File: src/rtl/cordic_pkg.sv
// Shared constants, encodings and angle tables for the iterative CORDIC engine.
// Latency: n/a (declarations and pure functions only).
// Backpressure: n/a.
package cordic_pkg;

    // Coordinate system selection. Code 2'b11 is reserved and folds onto circular.
    typedef enum logic [1:0] {
        COORD_LIN  = 2'b00,
        COORD_CIRC = 2'b01,
        COORD_HYP  = 2'b10
    } coord_t;

    // Operating mode: which variable the iterations drive towards zero.
    localparam logic OP_ROT = 1'b0;   // drive z -> 0
    localparam logic OP_VEC = 1'b1;   // drive y -> 0

    typedef enum logic [1:0] {
        ST_IDLE = 2'b00,
        ST_RUN  = 2'b01,
        ST_COMP = 2'b10,
        ST_DONE = 2'b11
    } state_t;

    // Q16.16 constants.
    localparam int K_CIRC     = 39797;   // 0.607253 = 1/prod(sqrt(1+2^-2i))
    localparam int K_HYP      = 54275;   // 0.828159 = prod(sqrt(1-2^-2s)) over the repeat sequence
    localparam int K_HYP_INV  = 79134;   // 1.207497 = 1/K_HYP
    localparam int PI         = 205887;
    localparam int HALF_PI    = 102944;

    // Every table entry and every linear step weight fits in 17 unsigned bits.
    localparam int ANGLE_W = 17;

    // atan(2^-i) in Q16.16.
    function automatic logic [ANGLE_W-1:0] atan_lut(input logic [3:0] idx);
        logic [ANGLE_W-1:0] v;
        case (idx)
            4'd0:    v = 17'd51472;
            4'd1:    v = 17'd30386;
            4'd2:    v = 17'd16055;
            4'd3:    v = 17'd8150;
            4'd4:    v = 17'd4091;
            4'd5:    v = 17'd2047;
            4'd6:    v = 17'd1024;
            4'd7:    v = 17'd512;
            4'd8:    v = 17'd256;
            4'd9:    v = 17'd128;
            4'd10:   v = 17'd64;
            4'd11:   v = 17'd32;
            4'd12:   v = 17'd16;
            4'd13:   v = 17'd8;
            4'd14:   v = 17'd4;
            default: v = 17'd2;
        endcase
        return v;
    endfunction

    // atanh(2^-i) in Q16.16; entry 0 is never addressed (hyperbolic starts at shift 1).
    function automatic logic [ANGLE_W-1:0] atanh_lut(input logic [3:0] idx);
        logic [ANGLE_W-1:0] v;
        case (idx)
            4'd0:    v = 17'd0;
            4'd1:    v = 17'd35999;
            4'd2:    v = 17'd16739;
            4'd3:    v = 17'd8235;
            4'd4:    v = 17'd4101;
            4'd5:    v = 17'd2049;
            4'd6:    v = 17'd1024;
            4'd7:    v = 17'd512;
            4'd8:    v = 17'd256;
            4'd9:    v = 17'd128;
            4'd10:   v = 17'd64;
            4'd11:   v = 17'd32;
            4'd12:   v = 17'd16;
            4'd13:   v = 17'd8;
            4'd14:   v = 17'd4;
            default: v = 17'd2;
        endcase
        return v;
    endfunction

    // Fold the raw port encoding onto the three supported coordinate systems.
    function automatic coord_t decode_coord(input logic [1:0] mc);
        coord_t c;
        case (mc)
            2'b00:   c = COORD_LIN;
            2'b10:   c = COORD_HYP;
            default: c = COORD_CIRC;
        endcase
        return c;
    endfunction

endpackage

File: src/rtl/cordic_stage.sv
// One CORDIC micro-rotation: x' = x - m*d*(y>>>s), y' = y + d*(x>>>s), z' = z - d*e.
// Latency: purely combinational.
// Backpressure: none; outputs follow inputs.
module cordic_stage
    import cordic_pkg::*;
#(
    parameter int WIDTH = 32
) (
    input  logic signed [WIDTH-1:0] x_i,
    input  logic signed [WIDTH-1:0] y_i,
    input  logic signed [WIDTH-1:0] z_i,
    input  logic        [4:0]       shift_i,
    input  logic signed [WIDTH-1:0] e_i,
    input  logic        [1:0]       m_i,     // coordinate system (coord_t encoding)
    input  logic                    d_i,     // 1: d=+1, 0: d=-1
    output logic signed [WIDTH-1:0] x_o,
    output logic signed [WIDTH-1:0] y_o,
    output logic signed [WIDTH-1:0] z_o
);

    logic signed [WIDTH-1:0] xs;
    logic signed [WIDTH-1:0] ys;

    // Shift-and-add update; m selects whether y feeds back into x and with which sign.
    always_comb begin
        xs = x_i >>> shift_i;
        ys = y_i >>> shift_i;
        x_o = x_i;
        if (m_i == COORD_CIRC) begin
            x_o = d_i ? (x_i - ys) : (x_i + ys);
        end else if (m_i == COORD_HYP) begin
            x_o = d_i ? (x_i + ys) : (x_i - ys);
        end
        y_o = d_i ? (y_i + xs) : (y_i - xs);
        z_o = d_i ? (z_i - e_i) : (z_i + e_i);
    end

endmodule

File: src/rtl/cordic_core.sv
// Iterative multi-mode Q16.16 CORDIC (rotation/vectoring; linear, circular, hyperbolic), gain compensated.
// Latency: ITERATIONS+2 edges from the start edge to the edge that raises valid; one op in flight.
// Backpressure: none; enable is only sampled in IDLE, otherwise ignored. QUADRANT_EXT_EN adds circular pre-rotation.
module cordic_core
    import cordic_pkg::*;
#(
    parameter int WIDTH      = 32,
    parameter int ITERATIONS = 16
) (
    input  logic                    clk,
    input  logic                    rst,
    input  logic                    enable,
    input  logic                    mode_op,
    input  logic        [1:0]       mode_coord,
    input  logic signed [WIDTH-1:0] x_in,
    input  logic signed [WIDTH-1:0] y_in,
    input  logic signed [WIDTH-1:0] z_in,
    output logic signed [WIDTH-1:0] x_out,
    output logic signed [WIDTH-1:0] y_out,
    output logic signed [WIDTH-1:0] z_out,
    output logic                    valid
);

    localparam logic [4:0] LAST_STEP = 5'(ITERATIONS - 1);
    localparam logic signed [2*WIDTH-1:0] K_CIRC_W    = (2*WIDTH)'(K_CIRC);
    localparam logic signed [2*WIDTH-1:0] K_HYP_INV_W = (2*WIDTH)'(K_HYP_INV);
`ifdef QUADRANT_EXT_EN
    localparam logic signed [WIDTH-1:0] PI_W      = WIDTH'(PI);
    localparam logic signed [WIDTH-1:0] HALF_PI_W = WIDTH'(HALF_PI);
`endif

    state_t                  state_q;
    logic        [4:0]       cnt_q;
    logic        [4:0]       s_q;       // current shift amount
    logic                    rep_q;     // current hyperbolic shift already executed once
    logic                    op_q;
    coord_t                  coord_q;
    logic signed [WIDTH-1:0] x_q, y_q, z_q;
    logic signed [WIDTH-1:0] x_out_q, y_out_q, z_out_q;
    logic                    valid_q;

    // Load-cycle operands (after optional quadrant folding).
    coord_t                  coord_ld;
    logic signed [WIDTH-1:0] x_ld, y_ld, z_ld;

    // Micro-rotation controls and results.
    logic                    d_pos;
    logic        [ANGLE_W-1:0] e_raw;
    logic signed [WIDTH-1:0] e_w;
    logic                    rep_now;
    logic signed [WIDTH-1:0] x_d, y_d, z_d;

    // Gain compensation.
    logic signed [2*WIDTH-1:0] x_ext, y_ext, k_ext, x_prod, y_prod;
    logic signed [WIDTH-1:0]   x_sc, y_sc;

    // Capture path: decode coordinate system and, when enabled, fold circular inputs into range.
    always_comb begin
        coord_ld = decode_coord(mode_coord);
        x_ld     = x_in;
        y_ld     = y_in;
        z_ld     = z_in;
`ifdef QUADRANT_EXT_EN
        if (coord_ld == COORD_CIRC) begin
            if (mode_op == OP_ROT) begin
                if (z_in > HALF_PI_W) begin
                    z_ld = z_in - PI_W;
                    x_ld = -x_in;
                    y_ld = -y_in;
                end else if (z_in < -HALF_PI_W) begin
                    z_ld = z_in + PI_W;
                    x_ld = -x_in;
                    y_ld = -y_in;
                end
            end else if (x_in[WIDTH-1]) begin
                // Rotating by pi puts the vector in the right half-plane; the angle
                // accumulator absorbs the pi with the sign that keeps it in (-pi, pi].
                x_ld = -x_in;
                y_ld = -y_in;
                z_ld = y_in[WIDTH-1] ? (z_in - PI_W) : (z_in + PI_W);
            end
        end
`endif
    end

    // Step controls: direction, angle weight and hyperbolic repeat decision.
    always_comb begin
        d_pos = (op_q == OP_ROT) ? ~z_q[WIDTH-1] : y_q[WIDTH-1];
        case (coord_q)
            COORD_HYP: e_raw = atanh_lut(s_q[3:0]);
            COORD_LIN: e_raw = 17'h10000 >> s_q;
            default:   e_raw = atan_lut(s_q[3:0]);
        endcase
        e_w     = $signed({{(WIDTH-ANGLE_W){1'b0}}, e_raw});
        rep_now = (coord_q == COORD_HYP) && ((s_q == 5'd4) || (s_q == 5'd13)) && !rep_q;
    end

    cordic_stage #(
        .WIDTH (WIDTH)
    ) u_stage (
        .x_i     (x_q),
        .y_i     (y_q),
        .z_i     (z_q),
        .shift_i (s_q),
        .e_i     (e_w),
        .m_i     (coord_q),
        .d_i     (d_pos),
        .x_o     (x_d),
        .y_o     (y_d),
        .z_o     (z_d)
    );

    // Full-width gain multiply; hyperbolic steps shrink the vector, so it scales by 1/K_HYP.
    always_comb begin
        x_ext  = (2*WIDTH)'(x_q);
        y_ext  = (2*WIDTH)'(y_q);
        k_ext  = (coord_q == COORD_HYP) ? K_HYP_INV_W : K_CIRC_W;
        x_prod = x_ext * k_ext;
        y_prod = y_ext * k_ext;
        x_sc   = WIDTH'(x_prod >>> 16);
        y_sc   = WIDTH'(y_prod >>> 16);
    end

    // Control FSM with datapath and output registers.
    always_ff @(posedge clk) begin
        if (rst) begin
            state_q <= ST_IDLE;
            cnt_q   <= '0;
            s_q     <= '0;
            rep_q   <= 1'b0;
            op_q    <= OP_ROT;
            coord_q <= COORD_LIN;
            x_q     <= '0;
            y_q     <= '0;
            z_q     <= '0;
            x_out_q <= '0;
            y_out_q <= '0;
            z_out_q <= '0;
            valid_q <= 1'b0;
        end else begin
            valid_q <= 1'b0;
            case (state_q)
                ST_IDLE: begin
                    if (enable) begin
                        x_q     <= x_ld;
                        y_q     <= y_ld;
                        z_q     <= z_ld;
                        op_q    <= mode_op;
                        coord_q <= coord_ld;
                        s_q     <= (coord_ld == COORD_HYP) ? 5'd1 : 5'd0;
                        rep_q   <= 1'b0;
                        cnt_q   <= '0;
                        state_q <= ST_RUN;
                    end
                end
                ST_RUN: begin
                    x_q   <= x_d;
                    y_q   <= y_d;
                    z_q   <= z_d;
                    cnt_q <= cnt_q + 5'd1;
                    if (rep_now) begin
                        rep_q <= 1'b1;
                    end else begin
                        s_q   <= s_q + 5'd1;
                        rep_q <= 1'b0;
                    end
                    if (cnt_q == LAST_STEP) begin
                        state_q <= ST_COMP;
                    end
                end
                ST_COMP: begin
                    if (coord_q != COORD_LIN) begin
                        x_q <= x_sc;
                        y_q <= y_sc;
                    end
                    state_q <= ST_DONE;
                end
                default: begin
                    x_out_q <= x_q;
                    y_out_q <= y_q;
                    z_out_q <= z_q;
                    valid_q <= 1'b1;
                    cnt_q   <= '0;
                    state_q <= ST_IDLE;
                end
            endcase
        end
    end

    assign x_out = x_out_q;
    assign y_out = y_out_q;
    assign z_out = z_out_q;
    assign valid = valid_q;

endmodule

File: config.mk
export PLATFORM = sky130hd
export DESIGN_NAME = cordic_core
export DESIGN_NICKNAME = d
export VERILOG_FILES = /design/src/rtl/cordic_pkg.sv /design/src/rtl/cordic_stage.sv /design/src/rtl/cordic_core.sv
export SDC_FILE = /design/constraint.sdc
export NUM_CORES = 2
export LEC_CHECK = 0
export BUFFER_PORTS_ARGS = -buffer_cell sky130_fd_sc_hd__buf_2
export CELL_PAD_IN_SITES_DETAIL_PLACEMENT = 0
export CELL_PAD_IN_SITES_GLOBAL_PLACEMENT = 1
export CORE_ASPECT_RATIO = 1.25
export CORE_MARGIN = 3
export CORE_UTILIZATION = 50
export DETAILED_ROUTE_END_ITERATION = 6
export PLACE_DENSITY_LB_ADDON = 0.1
export SLEW_MARGIN = 25
export SYNTH_ARGS = -nofsm -noshare
export SYNTH_HDL_FRONTEND = slang
export SYNTH_HIERARCHICAL = 1
export SYNTH_SLANG_ARGS = --single-unit
export TNS_END_PERCENT = 50
File: constraint.sdc
create_clock -name clk -period 8.6 [get_ports clk]
set_clock_uncertainty 0.05 [all_clocks]
set_input_delay 0.43 -clock clk [delete_from_list [all_inputs] [get_ports clk]]
set_output_delay 0.43 -clock clk [all_outputs]
set_load 0.01 [all_outputs]
# After elaboration in Yosys (flattened, before gate mapping)
# Memories as Yosys holds them, arrays and structs flattened. A register that Yosys moved wholly into a read port is not among the register bits.
# Cells that the tools add are included.
[totals] ff_bits=209 rom_bits=512 in_bits=102 out_inout_bits=97 wordCells=97 mem_count=2
[memory_table] memory="(no name shown)" words=16 word_bits=16 read_ports=1 rd_clocked_by_memory_dff=1 wr=0 line="cordic_pkg.sv:61" source="case (idx)"
[memory_table] memory="(no name shown)" words=16 word_bits=16 read_ports=1 rd_clocked_by_memory_dff=1 wr=0 line="cordic_pkg.sv:37" source="case (idx)"
[classes] n_addsub=8 multipliers=2 n_eq_ne=14 shifts=3 n_mux=35 bitwise_logic=2 n_reduce_logical=18
[op_table] operator="$mux W32" n=11
[op_table] operator="$pmux W32 S3" n=2
[op_table] operator="$mul A32 B18 Y48" n=2
[op_table] operator="$add A32 B32 Y32" n=2
[op_table] operator="$pmux W32 S2" n=1
[op_table] operator="$sshr A32 B5 Y32" n=2
[op_table] operator="$sub A32 B32 Y32" n=2
[op_table] operator="$pmux W17 S2" n=1
[op_table] operator="$add A32 B18 Y32" n=1
[op_table] operator="$sub A32 B18 Y32" n=1
[op_table] operator="$mux W17" n=1
[op_table] operator="$shr A17 B5 Y17 const A" n=1
[op_table] operator="$mux W4" n=4
[op_table] operator="$mux W5" n=3
[op_table] operator="$pmux W5 S3" n=1
[op_table] operator="$add A5 B1 Y5 const B" n=2
[op_table] operator="$eq A5 B4 Y1 const B" n=2
[op_table] operator="$pmux W5 S2" n=1
[op_table] operator="$eq A2 B2 Y1 const B" n=4
[op_table] operator="$ne A2 B2 Y1 const B" n=4
[op_table] operator="$reduce_and A2 Y1" n=4
[op_table] operator="$logic_not A2 Y1" n=3
[op_table] operator="$pmux W2 S3" n=1
[op_table] operator="$reduce_and A3 Y1" n=2
[op_table] operator="15 further kinds" n=24

# Longest topological paths before layout
[logic_depth] depth_word=8 depth_mapped=30 ltp_nobuf=27

# By module
# Netlist, hierarchy kept.
[by_module_without_submodules] mod="cordic_core" instances=1 cells_each=4262 area_per_inst_um2=39370.3 seq_area_each_um2=4824.6
[by_module_without_submodules] mod="cordic_stage" instances=1 cells_each=1679 area_per_inst_um2=12005.3 seq_area_each_um2=0.0

# Worst setup path after synthesis
# No wires, ideal clock.
[synth_timing] path_type="flip-flop to flip-flop" startpoint="reg coord_q[0]" endpoint="reg y_q[21]" setup_ns=0.114 arrival_ns=6.894 required_time_ns=8.436 path_slack_ns=1.542 path_stages_with_launch=29 n_path_buf=4 period_less_slack_ns=7.058 path_cell_list="dfxtp_1 clkbuf_1 nand2b_1 clkbuf_1 clkbuf_1 buf_1 nand2_1 inv_1 ha_1 xor2_1 fa_1 fa_1 inv_1 fa_1 fa_1 inv_1 fa_1 inv_1 ha_1 a21oi_1 o21ai_1 a21o_1 a221o_1 o31a_2 a21boi_2 o21ai_1 xor2_1 a221oi_1 a2111oi_0"
[synth_between] elab_chain_cells=5 elab_cells_between_ends=8 classes_between="1 x mul; 2 x eq/ne; 3 x mux; 2 x reduce/logical"
[synth_lines] item="start, declared" line="cordic_core.sv:37" source="coord_t coord_q;"
[synth_lines] item="start signal, assigned" line="cordic_core.sv:149" source="coord_q <= coord_ld;"
[synth_lines] item="$eq A2 B2 Y1" line="cordic_core.sv:117" source="k_ext = (coord_q == COORD_HYP) ? K_HYP_INV_W : K_CIRC_W;"
[synth_lines] item="$mux W17" line="cordic_core.sv:117"
[synth_lines] item="$mul A32 B18 Y48" line="cordic_core.sv:119" source="y_prod = y_ext * k_ext;"
[synth_lines] item="$mux W32" line="cordic_core.sv:172" source="if (coord_q != COORD_LIN) begin"
[synth_lines] item="$pmux W32 S3" line="cordic_core.sv:142" source="case (state_q)"
[synth_lines] item="end signal, assigned" line="cordic_core.sv:146" source="y_q <= y_ld;"
[synth_lines] item="end signal, assigned" line="cordic_core.sv:158" source="y_q <= y_d;"
[synth_lines] item="end signal, assigned" line="cordic_core.sv:174" source="y_q <= y_sc;"
[synth_lines] item="end, declared" line="cordic_core.sv:38" source="logic signed [WIDTH-1:0] x_q, y_q, z_q;"
# Several ways; a longest one is shown, not always the timed one. The select of a mux whose other input is x is not followed.
# A chain may end at the register's enable or synchronous reset.

# Worst setup path after layout
[layout_timing] startpoint="reg s_q[0]" endpoint="reg y_q[31]"
[layout_between] elab_chain_cells=4 elab_cells_between_ends=5 classes_between="2 x add/sub; 1 x shift; 2 x mux"
[layout_lines] item="start, declared" line="cordic_core.sv:34" source="logic [4:0] s_q;"
[layout_lines] item="start signal, assigned" line="cordic_core.sv:150" source="s_q <= (coord_ld == COORD_HYP) ? 5'd1 : 5'd0;"
[layout_lines] item="start signal, assigned" line="cordic_core.sv:164" source="s_q <= s_q + 5'd1;"
[layout_lines] item="$sshr A32 B5 Y32 *" line="cordic_stage.sv:26" source="xs = x_i >>> shift_i;"
[layout_lines] item="$sub A32 B32 Y32 or $add A32 B32 Y32 (tied branches)" line="cordic_stage.sv:34" source="y_o = d_i ? (y_i + xs) : (y_i - xs);"
[layout_lines] item="$mux W32 *" line="cordic_stage.sv:34"
[layout_lines] item="net y_d[31]" line="cordic_core.sv:51" source="logic signed [WIDTH-1:0] x_d, y_d, z_d;"
[layout_lines] item="$pmux W32 S3 *" line="cordic_core.sv:142"
# Mark *: on every way through the listed nets, which the timed path passes. The rest lies on a longest branch.

==> reports/qor.yml <==
synthesis:
  yosysSeqAreaShare: 0.09391
  syn-cell-area_um2: 51380
  syn_inst: 5941
  async_reset_ff_frac: 0
  ys_seq_elements: 241
  yosysWarnings: 6
  syn_area_per_cell_um2: 8.648
  yosysUniqueCellTypes: 109
  synthFlopType: "dfxtp_1"
  synth_edf_count: 0
detailed_routing:
  antenna_left: 0
  vias: 42246
  drt_iter0_drc: 3385
  routed_wl_um: 163000
  firstDrtPassIters: 7
  drc_errors: 9
  avgViaCountPerCell: 5.689
  avgRoutedWirePerCell_um: 21.95
clock_tree:
  cts_tree: "done"
  ctsHoldBuffers: 0
  clkTransAtPathRegs_ps: 70
  root_buffer: "clkbuf_16"
  postCtsSetupBuffers: 0
  cts_resized: 0
  cts_buffers: 34
  clock_latency_ps: 600
  clockBufferDepth: 3
  htree_levels: 2
  clkSinkCount: 241
floorplanning:
  fp.dieArea_um2: 106700
  row_count: 130
  initial_core_util: 0.5078
  coreArea_um2: 101200
  ios: 199
  die_h_um: 364.4
  fp.dieW_um: 292.7
sta:
  hold_violations: 0
  max_freq_mhz: 130.0
  post-route-period-util: 0.8944
  setup-tns-final_ps: 0
  rsz0062_at_grt: "no"
  period_needed_ps: 7692
  tightest_slew_ps: 1005
  finalSetupViolCount: 0
  drv_slew: 0
  max_slew_margin: 0.3294
min_path:
  whs_path_depth: 3
  whs_endpoint: "op_q$_SDFFE_PP0P_"
  worst_hold_path_type: "input pin to register"
  hold_start: "mode_op"
finish:
  drive_above_1_share: 0.08279
  nets: 7461
  fill_cells: 9633
  syn_to_final_growth_pct: 7.642
  final_cells: 7426
setup_path:
  crit_arrival_ps: 8080
  cp_max_fo: 35
  critPathKind: "register to register"
  endpoint_kind: "register"
  critPathRequiredTime_ps: 8990
  rr_endpoint: "y_q[31]$_SDFFE_PP0P_"
  startpoint: "s_q[0]$_SDFFE_PP0P_"
  rr_startpoint: "s_q[0]$_SDFFE_PP0P_"
  r2r_cells: 25
  r2r_slack_ps: 910
  start_kind: "register"
global_route:
  grtUsageTotal: 0.3070
  grt_pass1_vias: 43251
  antenna_found_initial: 12
  grt_pass1_wl_um: 254400
  grt_max_degree: 73
  grt.overflow.total: 0
place:
  place.gp.congestion: 0.9601
  dp_hpwl_um: 135400
  placed_cells: 7358
  port_buffers: 198
run_status:
  status: "finished, violations left"
  violations: "design-rule violations"
job:
  maxCapViolCount: 0
[cells in the mapped netlist, types with 9 or more instances]
| cell | number | area (um2) |
|---|---|---|
| and2_1 | 21 | 131.4 |
| a211o_1 | 14 | 122.6 |
| a21o_1 | 101 | 758.2 |
| mux2_2 | 21 | 236.5 |
| and3_1 | 47 | 294.0 |
| nor2b_1 | 48 | 300.3 |
| nand2_1 | 504 | 1892 |
| nor2_1 | 398 | 1494 |
| a221oi_1 | 47 | 411.6 |
| buf_2 | 12 | 60.06 |
| o21ai_1 | 19 | 95.09 |
| o31ai_1 | 9 | 67.56 |
| nor3_1 | 80 | 400.4 |
| buf_1 | 37 | 138.9 |
| a31oi_1 | 63 | 394.1 |
| o211ai_1 | 33 | 247.7 |
| a22oi_1 | 22 | 165.2 |
| o22ai_1 | 20 | 125.1 |
| mux2i_1 | 193 | 1932 |
| ha_1 | 523 | 6544 |
| o21bai_1 | 24 | 180.2 |
| a22o_1 | 12 | 105.1 |
| clkbuf_1 | 256 | 960.9 |
| or3_1 | 13 | 81.33 |
| o21ai_0 | 169 | 845.8 |
| a221o_1 | 42 | 420.4 |
| inv_1 | 1137 | 4268 |
| nand2b_1 | 29 | 181.4 |
| nand3_1 | 56 | 280.3 |
| xor2_1 | 76 | 665.6 |
| xnor2_1 | 199 | 1743 |
| fa_1 | 762 | 15250 |
| a2111oi_0 | 16 | 140.1 |
| nand4_1 | 18 | 112.6 |
| o21a_1 | 37 | 277.8 |
| dfxtp_1 | 241 | 4825 |
| a211oi_1 | 59 | 442.9 |
| mux4_2 | 54 | 1216 |
| nor4_1 | 23 | 143.9 |
| or2_2 | 12 | 75.07 |
| o221ai_1 | 17 | 148.9 |
| a21oi_1 | 292 | 1461 |
[cell families (layout without fill, tap and decap cells)]
logic type / Yosys count / count (layout) / synth area share
other: 2 / 131 / 0.0001462
buffers and inverters: 1460 / 1496 / 0.1083
muxes: 274 / 274 / 0.06727
and+or+nand+nor: 1294 / 1294 / 0.1125
DFF: 241 / 241 / 0.09391
adders and majority gates: 1285 / 1285 / 0.4243
AOI/OAI and AO/OA: 1110 / 1110 / 0.1467
xor gates and xnor gates: 275 / 275 / 0.04688
[area by class of cell]
type | instances | area (um2) | share of cell area
antenna | 6 | 15.01 | 0.0002715
clock buffer | 44 | 968.4 | 0.01751
clock inverter | 18 | 245.2 | 0.004434
inverter | 1144 | 4294 | 0.07765
multi-input combinational | 4363 | 41560 | 0.7516
sequential | 241 | 4836 | 0.08745
tap | 1320 | 1652 | 0.02986
timing repair buffer | 290 | 1728 | 0.03125
[worst max-delay path by stage]
| stage | end | slack, ps |
|---|---|---|
| 2_1_floorplan | y_q[21]$_SDFFE_PP0P_ | 1540 |
| 3_3_place_gp | z_q[28]$_SDFFE_PP0P_ | 1160 |
| 3_5_place_dp | y_q[31]$_SDFFE_PP0P_ | 1090 |
| 4_1_cts | y_q[31]$_SDFFE_PP0P_ | 1010 |
| 5_1_grt | y_q[31]$_SDFFE_PP0P_ | 180 |
| 6_report | y_q[31]$_SDFFE_PP0P_ | 910 |
[per-stage QoR]
step	hold slack (ps)	util	area, um2	worst slack, ps
detailed placement	400.4	0.5345	54070	1090
global route	71.78	0.5465	55290	180.4
floorplan	381.9	-	51840	1542
finish	65.05	0.5466	55300	908.4
CTS	35.98	0.5465	55290	1014
global placement	390.4	0.5344	54070	1157
[layout by cell type, fill, tap and decap left out, types with 23 or more instances in the layout]
cell type  instances
dfxtp_1          236
buf_2            197
o21a_1            37
nand3_1           56
o21ai_0          167
xor2_1            76
xnor2_1          199
buf_4             89
nor2b_1           47
a221o_1           42
a221oi_1          47
nand2b_1          28
ha_1             519
conb_1           125
a21o_1           101
mux4_2            54
a211oi_1          59
nand2_1          504
clkbuf_16         34
fa_1             762
nor4_1            23
and3_1            47
o211ai_1          33
nor3_1            79
inv_1           1137
o21bai_1          24
nor2_1           397
a21oi_1          292
a31oi_1           63
mux2i_1          193
[critical path: stages, from the launching register on]
cell,delay (ps)
dfxtp_4,680
buf_4,530
mux4_2,390
mux2_2,270
a221oi_1,360
a2bb2oi_1,340
ha_1,240
inv_1,40
a2111oi_0,490
and4_1,350
nor4b_4,290
a21oi_1,130
xor2_1,160
ha_1,350
a21o_1,210
nor2b_1,110
o21ai_0,150
a311o_1,380
a31oi_1,420
o21ai_0,290
a41oi_1,440
a31oi_1,180
xnor2_1,170
a221o_1,320
o21ai_0,70
o22ai_1,90
[layer usage]
layer,GRT usage,part of all wire,vias up
met1,0.4122,0.43,20960
met4,0.09100,0.033,10
met5,0,0.00046,-
li1,-,-,19672
met2,0.5129,0.47,1361
met3,0.04966,0.065,243
Power is left out: the tool's default activity adds up to more than one toggle a clock period on the data nets, which glitch-free logic cannot reach.
